### src/rtl/datapath_unit.sv
// rtl/datapath_unit.sv - micro-order driven datapath (PC/MAR/IR/MBR/BR/ACC/MR + ALU)
// Optional signed multiplier enabled by defining DATAPATH_MPY_EN.
module datapath_unit (
  input  logic        clk,
  input  logic        rst,
  input  logic [31:0] control_signal,
  input  logic [15:0] mem_rdata,
  output logic [7:0]  data_from_ir,
  output logic [7:0]  flags,
  output logic [7:0]  mem_addr,
  output logic [15:0] mem_wdata,
  output logic        mem_we
);

  logic [7:0]  pc, mar, ir;
  logic [15:0] mbr, br, acc, mr;
  logic [3:0]  flag_q;

  logic [10:0] acc_ops;
  logic [16:0] sum, diff;
  logic [15:0] alu_result;
  logic        op_hit, acc_we, c_flag, v_flag;
  logic [15:0] acc_next;
  logic        unused_bits;

  assign unused_bits = ^{control_signal[19:17], control_signal[14], control_signal[9], control_signal[7]};

`ifdef DATAPATH_MPY_EN
  logic signed [31:0] product;
  assign product = $signed(acc) * $signed(br);
  assign acc_ops = control_signal[31:21];
`else
  // Without the multiplier the mpy bit is simply not an ACC op.
  assign acc_ops = control_signal[31:21] & ~11'b001_0000_0000;
  assign mr      = 16'h0000;
`endif

  assign sum  = {1'b0, acc} + {1'b0, br};
  assign diff = {1'b0, acc} + {1'b0, ~br} + 17'd1;

  // Lowest asserted ACC-op bit wins; no op lets mbr2acc load ACC.
  always_comb begin
    alu_result = acc;
    op_hit     = 1'b1;
    c_flag     = 1'b0;
    v_flag     = 1'b0;
    if (acc_ops[0]) alu_result = 16'h0000;
    else if (acc_ops[1]) begin
      alu_result = sum[15:0];
      c_flag     = sum[16];
      v_flag     = (acc[15] == br[15]) && (sum[15] != acc[15]);
    end else if (acc_ops[2]) begin
      alu_result = diff[15:0];
      c_flag     = diff[16];
      v_flag     = (acc[15] != br[15]) && (diff[15] != acc[15]);
    end else if (acc_ops[3]) alu_result = acc & br;
    else if (acc_ops[4]) alu_result = acc | br;
    else if (acc_ops[5]) alu_result = ~br;
    else if (acc_ops[6]) begin
      alu_result = {acc[14:0], 1'b0};
      c_flag     = acc[15];
    end else if (acc_ops[7]) begin
      alu_result = {1'b0, acc[15:1]};
      c_flag     = acc[0];
    end
`ifdef DATAPATH_MPY_EN
    else if (acc_ops[8]) alu_result = product[15:0];
`endif
    else if (acc_ops[9]) begin
      alu_result = {acc[14:0], 1'b0};
      c_flag     = acc[15];
    end else if (acc_ops[10]) begin
      alu_result = {acc[15], acc[15:1]};
      c_flag     = acc[0];
    end else op_hit = 1'b0;
  end

  assign acc_we   = op_hit | control_signal[10];
  assign acc_next = op_hit ? alu_result : mbr;

  always_ff @(posedge clk or posedge rst) begin
    if (rst) begin
      pc           <= 8'h00;
      mar          <= 8'h00;
      ir           <= 8'h00;
      mbr          <= 16'h0000;
      br           <= 16'h0000;
      acc          <= 16'h0000;
      data_from_ir <= 8'h00;
      flag_q       <= 4'h0;
    end else begin
      if (control_signal[8])      mar <= mbr[7:0];
      else if (control_signal[2]) mar <= pc;

      if (control_signal[3])       pc <= mbr[7:0];
      else if (control_signal[20]) pc <= pc + 8'd1;

      if (control_signal[5])       mbr <= mem_rdata;
      else if (control_signal[16]) mbr <= alu_result;
      else if (control_signal[15]) mbr <= mr;
      else if (control_signal[11]) mbr <= acc;
      else if (control_signal[1])  mbr <= {8'h00, pc};

      if (control_signal[4])  ir           <= mbr[15:8];
      if (control_signal[13]) data_from_ir <= ir;
      if (control_signal[6])  br           <= mbr;

      if (acc_we) begin
        acc    <= acc_next;
        flag_q <= {v_flag, c_flag, (acc_next == 16'h0000), acc_next[15]};
      end
    end
  end

`ifdef DATAPATH_MPY_EN
  always_ff @(posedge clk or posedge rst) begin
    if (rst)              mr <= 16'h0000;
    else if (acc_ops[8] && acc_ops[7:0] == 8'h00) mr <= product[31:16];
  end
`endif

  assign flags     = {4'h0, flag_q};
  assign mem_addr  = mar;
  assign mem_wdata = mbr;
  assign mem_we    = control_signal[12] & control_signal[0] & ~rst;

endmodule

### config.mk
export PLATFORM = sky130hd
export DESIGN_NAME = datapath_unit
export DESIGN_NICKNAME = d
export VERILOG_FILES = /design/src/rtl/datapath_unit.sv
export SDC_FILE = /design/constraint.sdc
export NUM_CORES = 1
export LEC_CHECK = 0
export CAP_MARGIN = 10
export CELL_PAD_IN_SITES_DETAIL_PLACEMENT = 0
export CELL_PAD_IN_SITES_GLOBAL_PLACEMENT = 1
export CORE_MARGIN = 2
export CORE_UTILIZATION = 46
export DETAILED_ROUTE_END_ITERATION = 10
export GPL_TIMING_DRIVEN = 0
export PLACE_DENSITY = 0.95
export SLEW_MARGIN = 20
export SYNTH_ARGS = -nofsm -noshare
export SYNTH_HDL_FRONTEND = slang
export SYNTH_SLANG_ARGS = --single-unit
### constraint.sdc
create_clock -name clk -period 8.45 [get_ports clk]
set_input_delay 1.69 -clock clk [delete_from_list [all_inputs] [get_ports clk]]
set_output_delay 1.69 -clock clk [all_outputs]
set_load 0.01 [all_outputs]
Word level (Yosys, flattened, before mapping)
Cells that the tools add are included.
{ "totals": {"wordCells": 72, "in_bits": 50, "out_inout_bits": 41, "ff_bits": 84} }
{ "classes": {"addsub": 4, "n_mux": 43, "n_reduce_logical": 6, "bitwise_logic": 7, "eq_ne": 4} }
{ "ops": {"columns": ["op", "n"], "rows": [
  ["16-bit 2-to-1 mux", 15],
  ["16-bit by 16-bit adder with 17-bit output", 2],
  ["8-bit 2-to-1 mux", 4],
  ["1-bit 2-to-1 mux", 23],
  ["17-bit by 1-bit adder with 17-bit output, second input constant", 1],
  ["16-bit AND", 1],
  ["16-bit logical NOT", 1],
  ["16-bit NOT", 1],
  ["16-bit OR", 1],
  ["15-bit 2-to-1 mux", 1],
  ["8-bit by 1-bit adder with 8-bit output, second input constant", 1],
  ["5-bit nonzero test", 1],
  ["2-bit nonzero test", 2],
  ["1-bit inequality test", 3],
  ["1-bit AND", 2],
  ["1-bit logical AND", 2],
  ["1-bit == test", 1],
  ["1-bit NOT", 1],
  ["1-bit OR", 1]
]} }

Depth between registers and ports, before layout
{ "depth": {"depth_word": 12, "mapped_depth": 12, "ltp_nobuf": 12} }

Worst setup path after synthesis
Ideal clock, no wire load.
{ "synth_timing": {"kind": "input to output", "startpoint": "input rst", "endpoint": "output mem_we", "setup_slack_ns": 2.948, "required_time_ns": 6.760, "cell_stages": 2, "path_buffers": 0, "arrival_time_ns": 3.812, "cell_sequence": "inv_1 and3_1"} }
{ "synth_via": {"elab_chain_len": 2} }
{ "synth_rtl": {"columns": ["item", "line_no", "source"], "rows": [
  ["start, declared", "5", "input logic rst,"],
  ["1-bit NOT", "125", "assign mem_we = control_signal[12] & control_signal[0] & ~rst;"],
  ["1-bit AND", "125", null],
  ["end, declared", "12", "output logic mem_we"]
]} }
No other way between the ends.

Final worst setup path
Same ends and word-level chain as after synthesis.

==> flow_metrics.py <==
metrics = {
    "run_status": {
        "outcome": "finished, final reports clean",
    },
    "critical_path": {
        "cpMaxStageDelayCell": "sky130_fd_sc_hd__clkdlybuf4s50_1",
        "timing.critical_path.from": "rst",
        "cp-end-kind": "output port",
        "timing.critical_path.from_type": "primary input",
        "worst-setup-path-type": "in2out",
        "worst-r2r-cell-count": 12,
        "timing.critical_path.mode_cell": "sky130_fd_sc_hd__clkdlybuf4s50_1",
        "path_buf_inv": 3,
        "regToRegEndpoint": "flag_q[1]$_DFFE_PP0P_",
        "reg2reg_from": "acc[6]$_DFFE_PP0P_",
        "timing.critical_path.fanout_max": 31,
        "worst-endpoint-required_ps": 6760,
        "path_cells": "clkdlybuf4s50_1 > inv_4 > and3_1 > clkdlybuf4s50_1",
        "cp_data_arrival_time_ps": 3230,
        "worst_path_largest_cell_delay_ps": 540,
        "timing.reg2reg.setup_slack_ps": 4410,
        "critPathTopFamily": "buffers and inverters",
    },
    "clocking": {
        "cts-resized-gates": 0,
        "cts-buffers-inserted": 9,
        "postCtsHoldBufs": 0,
        "clkTransAtPathRegs_ps": 80,
        "insertion_delay_ps": 350,
        "cts-htree-levels": 3,
        "cts_post_setup_buffers_inserted": 0,
        "max-clock-path-buffers": 2,
        "sink_count_of_the_clock_tree": 83,
        "clock-root-buffer": "sky130_fd_sc_hd__clkbuf_16",
        "cts_tree": "built",
    },
    "layout": {
        "fill_cells": 1521,
        "area_growth_syn_to_layout_pct": 18.1,
        "ff_latch_area_um2": 2080,
        "drive_above_1_share": 0.0960,
        "multiInputGateArea_um2": 4790,
        "antennaDiodeCount": 0,
        "design.final.nets": 1069,
    },
    "sta": {
        "hold_slack_ps": 504,
        "slew_violations": 0,
        "worst_slew_pin_slew_ps": 858,
        "totalNegativeSetupSlack_ps": 0,
        "clock-skew-final_ps": 17.1,
        "achievable-frequency_mhz": 203,
        "min_period_ps": 4920,
        "rsz0062_at_grt": "no",
        "setup_viols_final": 0,
        "timing.max_slew.rel_slack": 0.428,
        "min_period_over_period": 0.583,
        "timing_hold_violations_final": 0,
    },
    "yosys": {
        "synth_seq_cells": 83,
        "synth_enable_flop_cells": 0,
        "synthesis.area_per_instance_um2": 8.35,
        "synth_warnings": 0,
        "synth_top_area_frac": 0.283,
        "yosysSeqAreaShare": 0.283,
        "synth_most_common_cell": "sky130_fd_sc_hd__dfrtp_1",
        "netlist.top_cell.by_area": "sky130_fd_sc_hd__dfrtp_1",
        "ys.flop_type": "sky130_fd_sc_hd__dfrtp_1",
        "syn_area_um2": 7350,
        "synthesis.instances": 880,
        "async_reset_ff_frac": 1.00,
        "netlist_top_cells_count": "sky130_fd_sc_hd__dfrtp_1 (83), sky130_fd_sc_hd__nand2_1 (79), sky130_fd_sc_hd__a21oi_1 (68)",
        "post_synth_num_cell_types": 91,
        "post_synth_main_area_contributors": "sky130_fd_sc_hd__dfrtp_1 (28%), sky130_fd_sc_hd__ha_1 (9.0%), sky130_fd_sc_hd__a21oi_1 (4.6%)",
    },
    "global_route": {
        "wire_length_of_the_first_global_routing_pass_mm": 39.8,
        "pin_count_of_the_biggest_net_entering_global_routing": 55,
        "grt_usage": 0.308,
        "antenna_violations_before_repair": 0,
        "global_route.overflow_total": 0,
        "grt_pass1_vias": 6840,
    },
    "power_and_ir_drop": {
        "power_per_cell_area_nw_per_um2": 219,
        "vdd_drop_max_mv": 0.144,
        "static-leakage-power_nw": 3.68,
    },
    "die": {
        "boundary_pins": 91,
        "initial_core_util": 0.466,
        "die_width_um": 130,
        "floorplan.rows": 46,
        "design.die.area_um2": 17000,
        "core_region_area_um2": 15800,
        "chipHeight_um": 130,
    },
    "hold_path": {
        "timing.hold.worst_path_depth": 2,
        "hold-path-endpoint": "flag_q[3]$_DFFE_PP0P_",
        "hp-start": "flag_q[3]$_DFFE_PP0P_",
        "timing.hold.worst.class": "reg2reg",
    },
    "placement": {
        "gp_congestion": 0.983,
        "detailedPlacementHpwl_mm": 19.6,
        "io_buffer_count": 69,
    },
    "drt": {
        "final_antenna_net_count": 0,
        "avgViaCountPerCell": 6.29,
        "drc": 0,
        "drt_wl_total_mm": 25.9,
        "1st_iter_drt_viols": 884,
        "drt-pass1-iter-count": 6,
        "via_count": 7454,
        "routedWlPerCell_um": 21.9,
    },
    "flow_run": {
        "max_cap_violations": 0,
    },
}
[where the power goes]
| group | internal [mW] | total, mW | switching (mW) |
|---|---|---|---|
| combinational | 0.364 | 0.894 | 0.530 |
| clock | 0.238 | 0.432 | 0.193 |
| sequential | 0.462 | 0.573 | 0.111 |
| total | 1.06 | 1.90 | 0.834 |
[worst reg2reg max path: cells and delay by family (launching register included)]
kind                     cells  cell delay (ps)
buffers and inverters        2              270
adder cells (fa/ha/maj)      1              270
AO/OA/AOI/OAI                4             1610
XOR/XNOR                     1              160
AND/OR/NAND/NOR              4             1030
flip-flops                   1              630
[per-layer routing]
layer	track usage	routed length [um]	part of all wire	up-vias
met5	0	0	0	-
met4	0.0882	613	0.024	0
met3	0.0468	2430	0.094	50
met2	0.472	11500	0.44	427
met1	0.452	11400	0.44	3578
li1	-	-	-	3399
[flip-flops by register name, summed over array words and instances, names as in the netlist]
name          flops
data_from_ir      8
ir                8
pc                8
br               16
mem_wdata        16
acc              15
mem_addr          8
flag_q            4
[layout make-up]
class                   instances  share of cell area
plain buffers                  61              0.0337
clock buffers                   9              0.0260
clock inverters                 7              0.0108
inverters                      55              0.0241
multi-input cells             684               0.552
flip-flops and latches         83               0.239
well taps                     216              0.0311
repair buffers                 70              0.0828
[cell families (layout without fill, tap and decap cells)]
group / Yosys count / count (layout) / share of synthesized area
and+or+nand+nor: 255 / 255 / 0.173
AOI/OAI and AO/OA: 304 / 304 / 0.291
buffers and inverters: 116 / 202 / 0.0679
xor gates and xnor gates: 21 / 21 / 0.0250
muxes: 45 / 45 / 0.0647
adders and majority gates: 55 / 55 / 0.0957
DFF: 83 / 83 / 0.283
other: 1 / 4 / 0.000510
[through the flow]
step	setup slack (ps)	area, um^2	std cells	utilization	total power [mW]
floorplan	2950	7360	883	-	1.13
global placement	1270	8320	1168	0.528	1.43
detailed placement	3490	8360	1169	0.530	1.44
CTS	3490	8680	1185	0.550	1.87
global route	3420	8680	1185	0.550	1.99
finish	3530	8680	1185	0.550	1.90
[how the worst max path moves through the flow]
stage,endpoint,slack [ps],depth (start not counted)
after detailed placement,mem_we,3490,4
after global routing,mem_we,3420,4
after CTS,mem_we,3490,4
after floorplan,mem_we,2950,2
after global placement,mem_we,1270,4
final,mem_we,3530,4
[layout by cell type (no fill, tap or decap), drive strengths merged, types with 5 or more instances in the layout]
cell type       n
a211o           8
or4             6
buf            25
mux2i          25
o211ai          9
o31ai           6
mux2           20
o22ai           6
a22oi          13
dfrtp          83
nor2b          15
nand4           6
a221oi         13
inv            58
nand2b         16
nor4            7
and3            7
o21a            5
or3             8
xnor2           8
a21o            5
o311ai          5
clkbuf         46
clkdlybuf4s50  69
a211oi         21
a221o           5
o21bai          6
xor2           13
o221ai          6
o211a           7
nor2           62
nand2          80
o21ai          74
nor3           21
ha             53
nand3          10
a21oi          70
No activity file was read; power rests on OpenSTA's default activity.
